--- config.mk ---
export PLATFORM = sky130hd
export DESIGN_NAME = axis_pkt_route_merge_flat
export DESIGN_NICKNAME = d
export VERILOG_FILES = /design/src/rtl/axis_pkt_route_merge_if.sv /design/src/rtl/axis_pkt_route_merge.sv /design/src/flat_wrapper.sv
export SDC_FILE = /design/constraint.sdc
export NUM_CORES = 1
export LEC_CHECK = 0
export ABC_AREA = 0
export CAP_MARGIN = 40
export CORE_MARGIN = 5
export CORE_UTILIZATION = 28
export DETAILED_ROUTE_END_ITERATION = 16
export PLACE_DENSITY_LB_ADDON = 0.1
export SETUP_SLACK_MARGIN = 0.3
export SYNTH_ARGS = -nofsm -noshare
export SYNTH_HDL_FRONTEND = slang
export SYNTH_SLANG_ARGS = --single-unit
export TNS_END_PERCENT = 100
--- constraint.sdc ---
create_clock -name clock -period 1.89 [get_ports clock]
set_clock_uncertainty 0.15 [all_clocks]
set_input_delay 0.189 -clock clock [delete_from_list [all_inputs] [get_ports clock]]
set_output_delay 0.189 -clock clock [all_outputs]
set_load 0.005 [all_outputs]
--- src/rtl/axis_pkt_route_merge_if.sv ---
// AXI-stream bundle of LANES parallel links sharing one DSIZE-wide slice each.
// master drives payload/valid and receives ready; slave is the mirror image.
interface axis_pkt_route_merge_if #(
  parameter int LANES = 1,
  parameter int DSIZE = 8
);
  logic [LANES*DSIZE-1:0] tdata;
  logic [LANES-1:0]       tuser;
  logic [LANES-1:0]       tvalid;
  logic [LANES-1:0]       tlast;
  logic [LANES-1:0]       tready;

  modport master (output tdata, output tuser, output tvalid, output tlast, input tready);
  modport slave  (input tdata, input tuser, input tvalid, input tlast, output tready);
endinterface

--- src/rtl/axis_pkt_route_merge.sv ---
// Packet-granular AXI-stream split (1->NUM by first-beat address) and merge (NUM->1, packet-locked).
// Optional macro AXIS_MERGE_FIXED_PRIO_EN: merge uses fixed priority (lowest index) instead of round-robin.
module axis_pkt_route_merge #(
  parameter int NUM   = 3,
  parameter int DSIZE = 8,
  parameter int AW    = (NUM > 2) ? $clog2(NUM) : 1
) (
  input  logic                    clock,
  input  logic                    rst_n,
  input  logic [AW-1:0]           route_addr,
  axis_pkt_route_merge_if.slave   s,
  axis_pkt_route_merge_if.master  m,
  axis_pkt_route_merge_if.slave   c,
  axis_pkt_route_merge_if.master  o
);

  // ---------------- split half ----------------
  logic          r_in_pkt;
  logic [AW-1:0] r_addr;
  logic [AW-1:0] w_sel;
  logic          w_sel_ok;
  logic          w_s_hs;

  assign w_sel    = r_in_pkt ? r_addr : route_addr;
  assign w_sel_ok = (int'(w_sel) < NUM);
  // Out-of-range destinations are swallowed so a bad address cannot stall the source.
  assign s.tready = w_sel_ok ? m.tready[w_sel] : 1'b1;
  assign w_s_hs   = s.tvalid[0] && s.tready[0];

  assign m.tdata  = {NUM{s.tdata}};
  assign m.tuser  = {NUM{s.tuser}};
  assign m.tlast  = {NUM{s.tlast}};

  always_comb begin
    m.tvalid = '0;
    for (int i = 0; i < NUM; i++) begin
      m.tvalid[i] = s.tvalid[0] && (int'(w_sel) == i);
    end
  end

  always_ff @(posedge clock or negedge rst_n) begin
    if (!rst_n) begin
      r_in_pkt <= 1'b0;
      r_addr   <= '0;
    end else if (w_s_hs) begin
      if (s.tlast[0]) begin
        r_in_pkt <= 1'b0;
      end else if (!r_in_pkt) begin
        r_in_pkt <= 1'b1;
        r_addr   <= route_addr;
      end
    end
  end

  // ---------------- merge half ----------------
  typedef enum logic {ST_IDLE, ST_LOCKED} state_t;

  state_t        r_state;
  logic [AW-1:0] r_grant;
  logic          w_locked;
  logic          w_found;
  logic [AW-1:0] w_pick;
  logic          w_end;
`ifndef AXIS_MERGE_FIXED_PRIO_EN
  logic [AW-1:0] r_rr;
`endif

  always_comb begin
    w_found = 1'b0;
    w_pick  = '0;
`ifdef AXIS_MERGE_FIXED_PRIO_EN
    for (int k = 0; k < NUM; k++) begin
      if (!w_found && c.tvalid[k]) begin
        w_found = 1'b1;
        w_pick  = AW'(k);
      end
    end
`else
    // Search starts just after the last winner and wraps.
    for (int k = 1; k <= NUM; k++) begin
      if (!w_found && c.tvalid[(int'(r_rr) + k) % NUM]) begin
        w_found = 1'b1;
        w_pick  = AW'((int'(r_rr) + k) % NUM);
      end
    end
`endif
  end

  assign w_locked = (r_state == ST_LOCKED);
  assign o.tvalid = w_locked && c.tvalid[r_grant];
  assign o.tdata  = c.tdata[int'(r_grant)*DSIZE +: DSIZE];
  assign o.tuser  = c.tuser[r_grant];
  assign o.tlast  = c.tlast[r_grant];
  assign w_end    = o.tvalid[0] && o.tready[0] && o.tlast[0];

  always_comb begin
    c.tready = '0;
    for (int i = 0; i < NUM; i++) begin
      c.tready[i] = w_locked && (int'(r_grant) == i) && o.tready[0];
    end
  end

  always_ff @(posedge clock or negedge rst_n) begin
    if (!rst_n) begin
      r_state <= ST_IDLE;
      r_grant <= '0;
`ifndef AXIS_MERGE_FIXED_PRIO_EN
      r_rr    <= AW'(NUM - 1);
`endif
    end else begin
      case (r_state)
        ST_IDLE: begin
          if (w_found) begin
            r_grant <= w_pick;
            r_state <= ST_LOCKED;
          end
        end
        ST_LOCKED: begin
          // Release only on the final beat; a source dropping valid keeps its grant.
          if (w_end) begin
            r_state <= ST_IDLE;
`ifndef AXIS_MERGE_FIXED_PRIO_EN
            r_rr    <= r_grant;
`endif
          end
        end
        default: r_state <= ST_IDLE;
      endcase
    end
  end

endmodule

--- src/flat_wrapper.sv ---
// flat-port wrapper written by rule: the top's interface ports become plain ports
module axis_pkt_route_merge_flat 
#(
  parameter int NUM   = 3,
  parameter int DSIZE = 8,
  parameter int AW    = (NUM > 2) ? $clog2(NUM) : 1
)
  (clock, rst_n, route_addr, s_tdata, s_tuser, s_tvalid, s_tlast, s_tready, m_tdata, m_tuser, m_tvalid, m_tlast, m_tready, c_tdata, c_tuser, c_tvalid, c_tlast, c_tready, o_tdata, o_tuser, o_tvalid, o_tlast, o_tready);
  axis_pkt_route_merge_if #(.LANES(1), .DSIZE(DSIZE)) s_i ();
  axis_pkt_route_merge_if #(.LANES(NUM), .DSIZE(DSIZE)) m_i ();
  axis_pkt_route_merge_if #(.LANES(NUM), .DSIZE(DSIZE)) c_i ();
  axis_pkt_route_merge_if #(.LANES(1), .DSIZE(DSIZE)) o_i ();
  input  logic clock;
  input  logic rst_n;
  input  logic [AW-1:0] route_addr;
  input wire logic [$bits(s_i.tdata)-1:0] s_tdata;
  input wire logic [$bits(s_i.tuser)-1:0] s_tuser;
  input wire logic [$bits(s_i.tvalid)-1:0] s_tvalid;
  input wire logic [$bits(s_i.tlast)-1:0] s_tlast;
  output wire logic [$bits(s_i.tready)-1:0] s_tready;
  output wire logic [$bits(m_i.tdata)-1:0] m_tdata;
  output wire logic [$bits(m_i.tuser)-1:0] m_tuser;
  output wire logic [$bits(m_i.tvalid)-1:0] m_tvalid;
  output wire logic [$bits(m_i.tlast)-1:0] m_tlast;
  input wire logic [$bits(m_i.tready)-1:0] m_tready;
  input wire logic [$bits(c_i.tdata)-1:0] c_tdata;
  input wire logic [$bits(c_i.tuser)-1:0] c_tuser;
  input wire logic [$bits(c_i.tvalid)-1:0] c_tvalid;
  input wire logic [$bits(c_i.tlast)-1:0] c_tlast;
  output wire logic [$bits(c_i.tready)-1:0] c_tready;
  output wire logic [$bits(o_i.tdata)-1:0] o_tdata;
  output wire logic [$bits(o_i.tuser)-1:0] o_tuser;
  output wire logic [$bits(o_i.tvalid)-1:0] o_tvalid;
  output wire logic [$bits(o_i.tlast)-1:0] o_tlast;
  input wire logic [$bits(o_i.tready)-1:0] o_tready;
  assign s_i.tdata = s_tdata;
  assign s_i.tuser = s_tuser;
  assign s_i.tvalid = s_tvalid;
  assign s_i.tlast = s_tlast;
  assign s_tready = s_i.tready;
  assign m_tdata = m_i.tdata;
  assign m_tuser = m_i.tuser;
  assign m_tvalid = m_i.tvalid;
  assign m_tlast = m_i.tlast;
  assign m_i.tready = m_tready;
  assign c_i.tdata = c_tdata;
  assign c_i.tuser = c_tuser;
  assign c_i.tvalid = c_tvalid;
  assign c_i.tlast = c_tlast;
  assign c_tready = c_i.tready;
  assign o_tdata = o_i.tdata;
  assign o_tuser = o_i.tuser;
  assign o_tvalid = o_i.tvalid;
  assign o_tlast = o_i.tlast;
  assign o_i.tready = o_tready;
  axis_pkt_route_merge #(.NUM(NUM), .DSIZE(DSIZE), .AW(AW)) u_core (.clock(clock), .rst_n(rst_n), .route_addr(route_addr), .s(s_i), .m(m_i), .c(c_i), .o(o_i));
endmodule
==> results of run 1 <==
layer usage:
metal  track usage  vias up  share of wire
met5             0        -              0
met4        0.0266        0         0.0073
met3        0.0873        7           0.14
met2         0.242       58           0.51
met1         0.127      551           0.34
li1              -      580              -
cell families after synthesis:
| kind of cell | synth area share |
|---|---|
| DFF | 0.184 |
| buffers and inverters | 0.245 |
| muxes | 0.188 |
| adders and majority gates | 0.0343 |
| and+or+nand+nor | 0.167 |
| AOI/OAI and AO/OA | 0.182 |
synth_stat cells (all sizes together), types with 2 or more instances:
| library cell | count |
|---|---|
| nor3b | 2 |
| buf | 33 |
| dfrtp | 7 |
| ha | 3 |
| nor3 | 4 |
| inv | 7 |
| nand2b | 2 |
| nand2 | 12 |
| o21ai | 9 |
| nor2b | 3 |
| a21o | 2 |
| a21oi | 6 |
| mux2 | 4 |
| nor2 | 5 |
| mux2i | 15 |
state kept, by name (all words and copies together) (netlist names):
register	cells
u_core.r_addr	2
u_core.r_grant	2
u_core.r_in_pkt	1
u_core.r_rr	2
u_core.r_state	1
worst min path at each step:
| stage | end | cells past startpoint | from |
|---|---|---|---|
| final | u_core.r_addr[0] | 1 | rst_n |
| after global routing | u_core.r_addr[1] | 1 | rst_n |
| after CTS | u_core.r_addr[0] | 1 | rst_n |
| after detailed placement | m_tdata[23] | 0 | s_tdata[7] |
| after global placement | m_tdata[23] | 0 | s_tdata[7] |
| after floorplan | u_core.r_addr[0] | 0 | rst_n |
critical path: stages (launching register included):
cell      delay [ns]
dfrtp_2         0.41
mux2_4          0.32
buf_6           0.12
mux2i_2         0.14
buf_4           0.15
a211oi_4        0.24
mux2_4          0.32
area by class of cell:
cell class / instances / area, um^2
Clock buffer: 4 / 45.0
Timing Repair Buffer: 99 / 927
Tap cell: 48 / 60.1
Multi-Input combinational cell: 85 / 945
Inverter: 7 / 26.3
Sequential cell: 8 / 203
Fill cell: 356 / 1510
through the flow:
step / cells / worst slack [ns] / area, um^2 / utilization
after floorplan: 134 / 0.0672 / 1170 / -
after CTS: 247 / -0.0661 / 2050 / 0.552
after global placement: 228 / -0.162 / 1750 / 0.471
after detailed placement: 228 / -0.155 / 1750 / 0.471
final: 251 / -0.0711 / 2210 / 0.594
after global routing: 251 / -0.108 / 2210 / 0.594
timing repair:
| action | in CTS | in global routing |
|---|---|---|
| resized for setup | 109 | 30 |
| setup buffers | 14 | 4 |
| endpoints found under the setup margin | 29 | 25 |
| pin swaps | 14 | 13 |
| gates cloned | 1 | 0 |
power by group:
part / switching [W] / leakage [nW] / internal, W
logic: 0.00110 / 0.877 / 0.00153
clock network: 0.0000694 / 0.0228 / 0.000146
registers: 0.0000749 / 0.0882 / 0.000263
cell usage in the layout (no fill, tap or decap), types with 3 or more instances in the layout:
master | synthesis | final
nand2_4 | 0 | 8
clkbuf_8 | 0 | 3
dfrtp_1 | 7 | 6
buf_12 | 0 | 5
ha_4 | 0 | 3
nor2_1 | 5 | 5
clkdlybuf4s50_1 | 0 | 44
buf_6 | 0 | 8
mux2_4 | 1 | 4
a21oi_1 | 6 | 3
o21ai_2 | 0 | 7
a21oi_2 | 0 | 3
mux2i_1 | 13 | 11
inv_1 | 7 | 6
buf_4 | 30 | 22
buf_2 | 2 | 15
==> out/metrics.yaml, run 1 <==
clock_tree:
  cts_hold_buf: 0
  clk_pin_slew_worst_paths_ns: 0.05
  clockBufferDepth: 2
  clk_latency_ns: 0.23
  h-tree-depth: 1
  cts_sinks: 8
  cts_buffers: 3
  cts-root-buf: "clkbuf_8"
  tritoncts: "yes"
floorplanning:
  core_area_mm2: 0.00372
  fp-row-count: 22
  chipHeight_um: 72.6
  die_area_mm2: 0.00527
  io_pins: 100
  initial_core_util: 0.295
  chipWidth_um: 72.6
layout:
  area_delta_synth_final_pct: 101
  antenna_cells_inserted: 0
  drive_gt1_frac: 0.547
  nNetsFinal: 259
place:
  dp_hpwl_um: 2610
  gp_congestion: 0.757
  io_buffers: 63
setup_path:
  rr_startpoint: "u_core.r_in_pkt"
  worstPathRequired_ns: 1.86
  crit_fanout: 3
  crit_path_end_kind: "flip-flop"
  startpoint: "u_core.r_in_pkt"
  arrival_ns: 1.93
  rr_endpoint: "u_core.r_addr[1]"
  endpoint: "u_core.r_addr[1]"
  cp-start-kind: "flip-flop"
  r2r_cells: 6
  critPathKind: "reg2reg"
  reg2reg_slack_ns: -0.07
logic_synthesis:
  ys_ff_latch: 8
  syn_inst: 134
  synth_edf_count: 0
  synthesis.area_mm2: 0.00110
  yosysSeqAreaShare: 0.184
  yosys.area.top_type: "buf_4"
  syn_area_per_cell_um2: 8.18
  synth_area_leaders: "buf_4, dfrtp_1, mux2i_1"
  yosysWarningCount: 0
  synth-main-ff-cell: "dfrtp_1"
  synthDistinctLibCells: 41
  yosysTopAreaCellShare: 0.205
  syn_nets: 189
  synthArstFlopShare: 1.00
grt:
  grt_pass1_wl_um: 5640
  gr-total-overflow: 0
  grt_pass1_vias: 1345
  grt_usage: 0.134
  grt_antenna_before_repair: 0
  grt_start_max_net_pins: 9
hold_path:
  holdCritPathClass: "in2async"
job:
  drv_cap: 0
pwr:
  power_density_mw_per_mm2: 1440
  peakVddDrop_mv: 0.813
  power_w: 0.00318
  leakage_nw: 0.988
detailed_routing:
  vias: 1196
  drt_iter0_drc: 33
  drcViolationCount: 0
  antenna_left: 0
  drt-vias-per-instance: 4.76
  wl_per_cell_um: 14.2
  wirelength_um: 3560
  firstDrtPassIters: 4
outcome:
  violations: "setup timing"
  outcome: "finished with violations"
timing:
  min_period_over_period: 1.04
  drv_slew: 0
  period_needed_ns: 1.96
  slew_headroom: 0.748
  hold_viol: 0
  tightestPinTransition_ns: 0.376
  rsz0062_at_grt: "true"
  fin_hold_ws_ns: 0.0910
  finalSetupTns_ns: -0.118
  worst_slack_ns: -0.0711
  setup_viol: 2
  fmaxAchievable_ghz: 0.510
Note: power is estimated with default switching activity, not from simulation.
==> run 2, diff against run 1 <==
Settings changed: MAX_ROUTING_LAYER set to met4.
==> run 2 against run 1 <==
Effect of this change: the flow still finishes with violations (setup timing); fmax about the same; utilization unchanged; count of clock-buffer cells in the layout unchanged; via count unchanged; sequential cell count unchanged; sequential power about the same; non-clock buffer count unchanged; combinational power about the same; highest routed layer unchanged.
==> out/metrics.yaml, run 2 (same netlist as run 1, synthesis figures left out) <==
setup_path:
  arrival_ns: 1.93
  critPathKind: "reg2reg"
  cp_slowest_stage_delay_ns: 0.41
  cp-start-kind: "flip-flop"
  worstPathCellList: "mux2_4, buf_6, mux2i_2, buf_4, a211oi_4, mux2_4"
  r2r_cells: 6
  crit_path_end_kind: "flip-flop"
  slowest_stage: "dfrtp_2"
  worstPathRequired_ns: 1.86
  crit_fanout: 3
  crit_top_cell: "mux2_4"
clock_tree:
  cts_buffers: 3
  h-tree-depth: 1
  clockBufferDepth: 2
  tritoncts: "yes"
  cts-root-buf: "clkbuf_8"
  clk_pin_slew_worst_paths_ns: 0.05
  clk_latency_ns: 0.23
  cts_sinks: 8
  cts_hold_buf: 0
grt:
  grt_usage: 0.138
  grt_pass1_wl_um: 5640
  grt_start_max_net_pins: 9
  grt_antenna_before_repair: 0
  gr-total-overflow: 0
  grt_pass1_vias: 1348
place:
  gp_congestion: 0.767
  dp_hpwl_um: 2610
  io_buffers: 63
  dp_worst_setup_slack_ns: -0.155
  placed_area_mm2: 0.00175
timing:
  rsz0062_at_grt: "true"
  setup_viol: 2
  finalSetupTns_ns: -0.118
  period_needed_ns: 1.96
  min_period_over_period: 1.04
  drv_slew: 0
  worst_slack_ns: -0.0710
  fmaxAchievable_ghz: 0.510
  slew_headroom: 0.748
  hold_viol: 0
  tightestPinTransition_ns: 0.377
pwr:
  power_density_mw_per_mm2: 1440
  peakVddDrop_mv: 0.812
  leakage_nw: 0.988
layout:
  area_delta_synth_final_pct: 101
  mostFrequentLayoutCell: "clkdlybuf4s50_1"
  reg_top3: "u_core.r_addr: 2 flops, u_core.r_grant: 2 flops, u_core.r_rr: 2 flops"
  fill_cells: 356
  final_core_util: 0.594
  antenna_cells_inserted: 0
  most-common-layout-cells: "clkdlybuf4s50_1, buf_4, buf_2, mux2i_1"
  final_area_mm2: 0.00221
  drive_gt1_frac: 0.547
  nNetsFinal: 259
detailed_routing:
  firstDrtPassIters: 3
  routed-wl-met2_um: 1830
  wl_met3_um: 431
  topRoutingLayerUsed: "met4"
  wl_per_cell_um: 14.2
  drcViolationCount: 0
  drt_iter0_drc: 46
  drt-vias-per-instance: 4.76
  antenna_left: 0
  wirelength_um: 3570
  vias: 1196
  wl_met1_um: 1280
outcome:
  violations: "setup timing"
  outcome: "finished with violations"
job:
  drv_cap: 0
floorplanning:
  io_pins: 100
  chipHeight_um: 72.6
  core_area_mm2: 0.00372
  initial_core_util: 0.295
  fp-row-count: 22
  die_area_mm2: 0.00527
  chipWidth_um: 72.6
hold_path:
  holdCritPathClass: "in2async"
==> run 2: cell type report <==
class | count | area, um^2 | share of cell area
flip-flops and latches | 8 | 203 | 0.0919
repair buffers | 99 | 927 | 0.420
well taps | 48 | 60.1 | 0.0272
inverters | 7 | 26.3 | 0.0119
multi-input cells | 85 | 945 | 0.428
clock buffers | 4 | 45.0 | 0.0204
==> run 2: worst paths after layout <==
check	from	slack, ns	to
hold reg to reg	u_core.r_addr[1]	0.38	u_core.r_addr[1]
min in group clock	s_tdata[4]	0.23	m_tdata[12]
setup reg to reg	u_core.r_in_pkt	-0.07	u_core.r_addr[1]
setup / recovery	u_core.r_in_pkt	-0.07	u_core.r_addr[1]
hold / removal	rst_n	0.09	u_core.r_addr[0]
max in group asynchronous	rst_n	1.18	u_core.r_rr[1]
==> run 2: power by group <==
group,switching (W),internal (W)
registers,0.0000745,0.000263
logic,0.00110,0.00153
clock network,0.0000696,0.000146
==> run 2: worst max-delay path, delay by kind of cell, from the launching register on <==
family                 cells  cell delay [ns]
AOI/OAI and AO/OA          1             0.24
buffers and inverters      2             0.27
DFF                        1             0.41
muxes                      3             0.78
==> run 2: metal layers <==
metal,global-route usage,vias to the layer above
li1,-,580
met1,0.140,549
met2,0.242,60
met3,0.0665,7
met4,0.0266,0
met5,-,-
==> run 2: repair_timing <==
item | 4_1_cts | 5_1_grt
pin swaps | 14 | 13
gates cloned | 1 | 0
resized for setup | 109 | 30
buffers inserted | 14 | 4
setup endpoints to repair | 29 | 25
==> run 2: per-stage QoR <==
step / instances / power, W / hold WS, ns
2_1_floorplan: 134 / 0.00136 / -0.257
3_3_place_gp: 228 / 0.00208 / 0.228
3_5_place_dp: 228 / 0.00209 / 0.228
4_1_cts: 247 / 0.00292 / 0.105
5_1_grt: 251 / 0.00340 / 0.123
6_report: 251 / 0.00318 / 0.0909
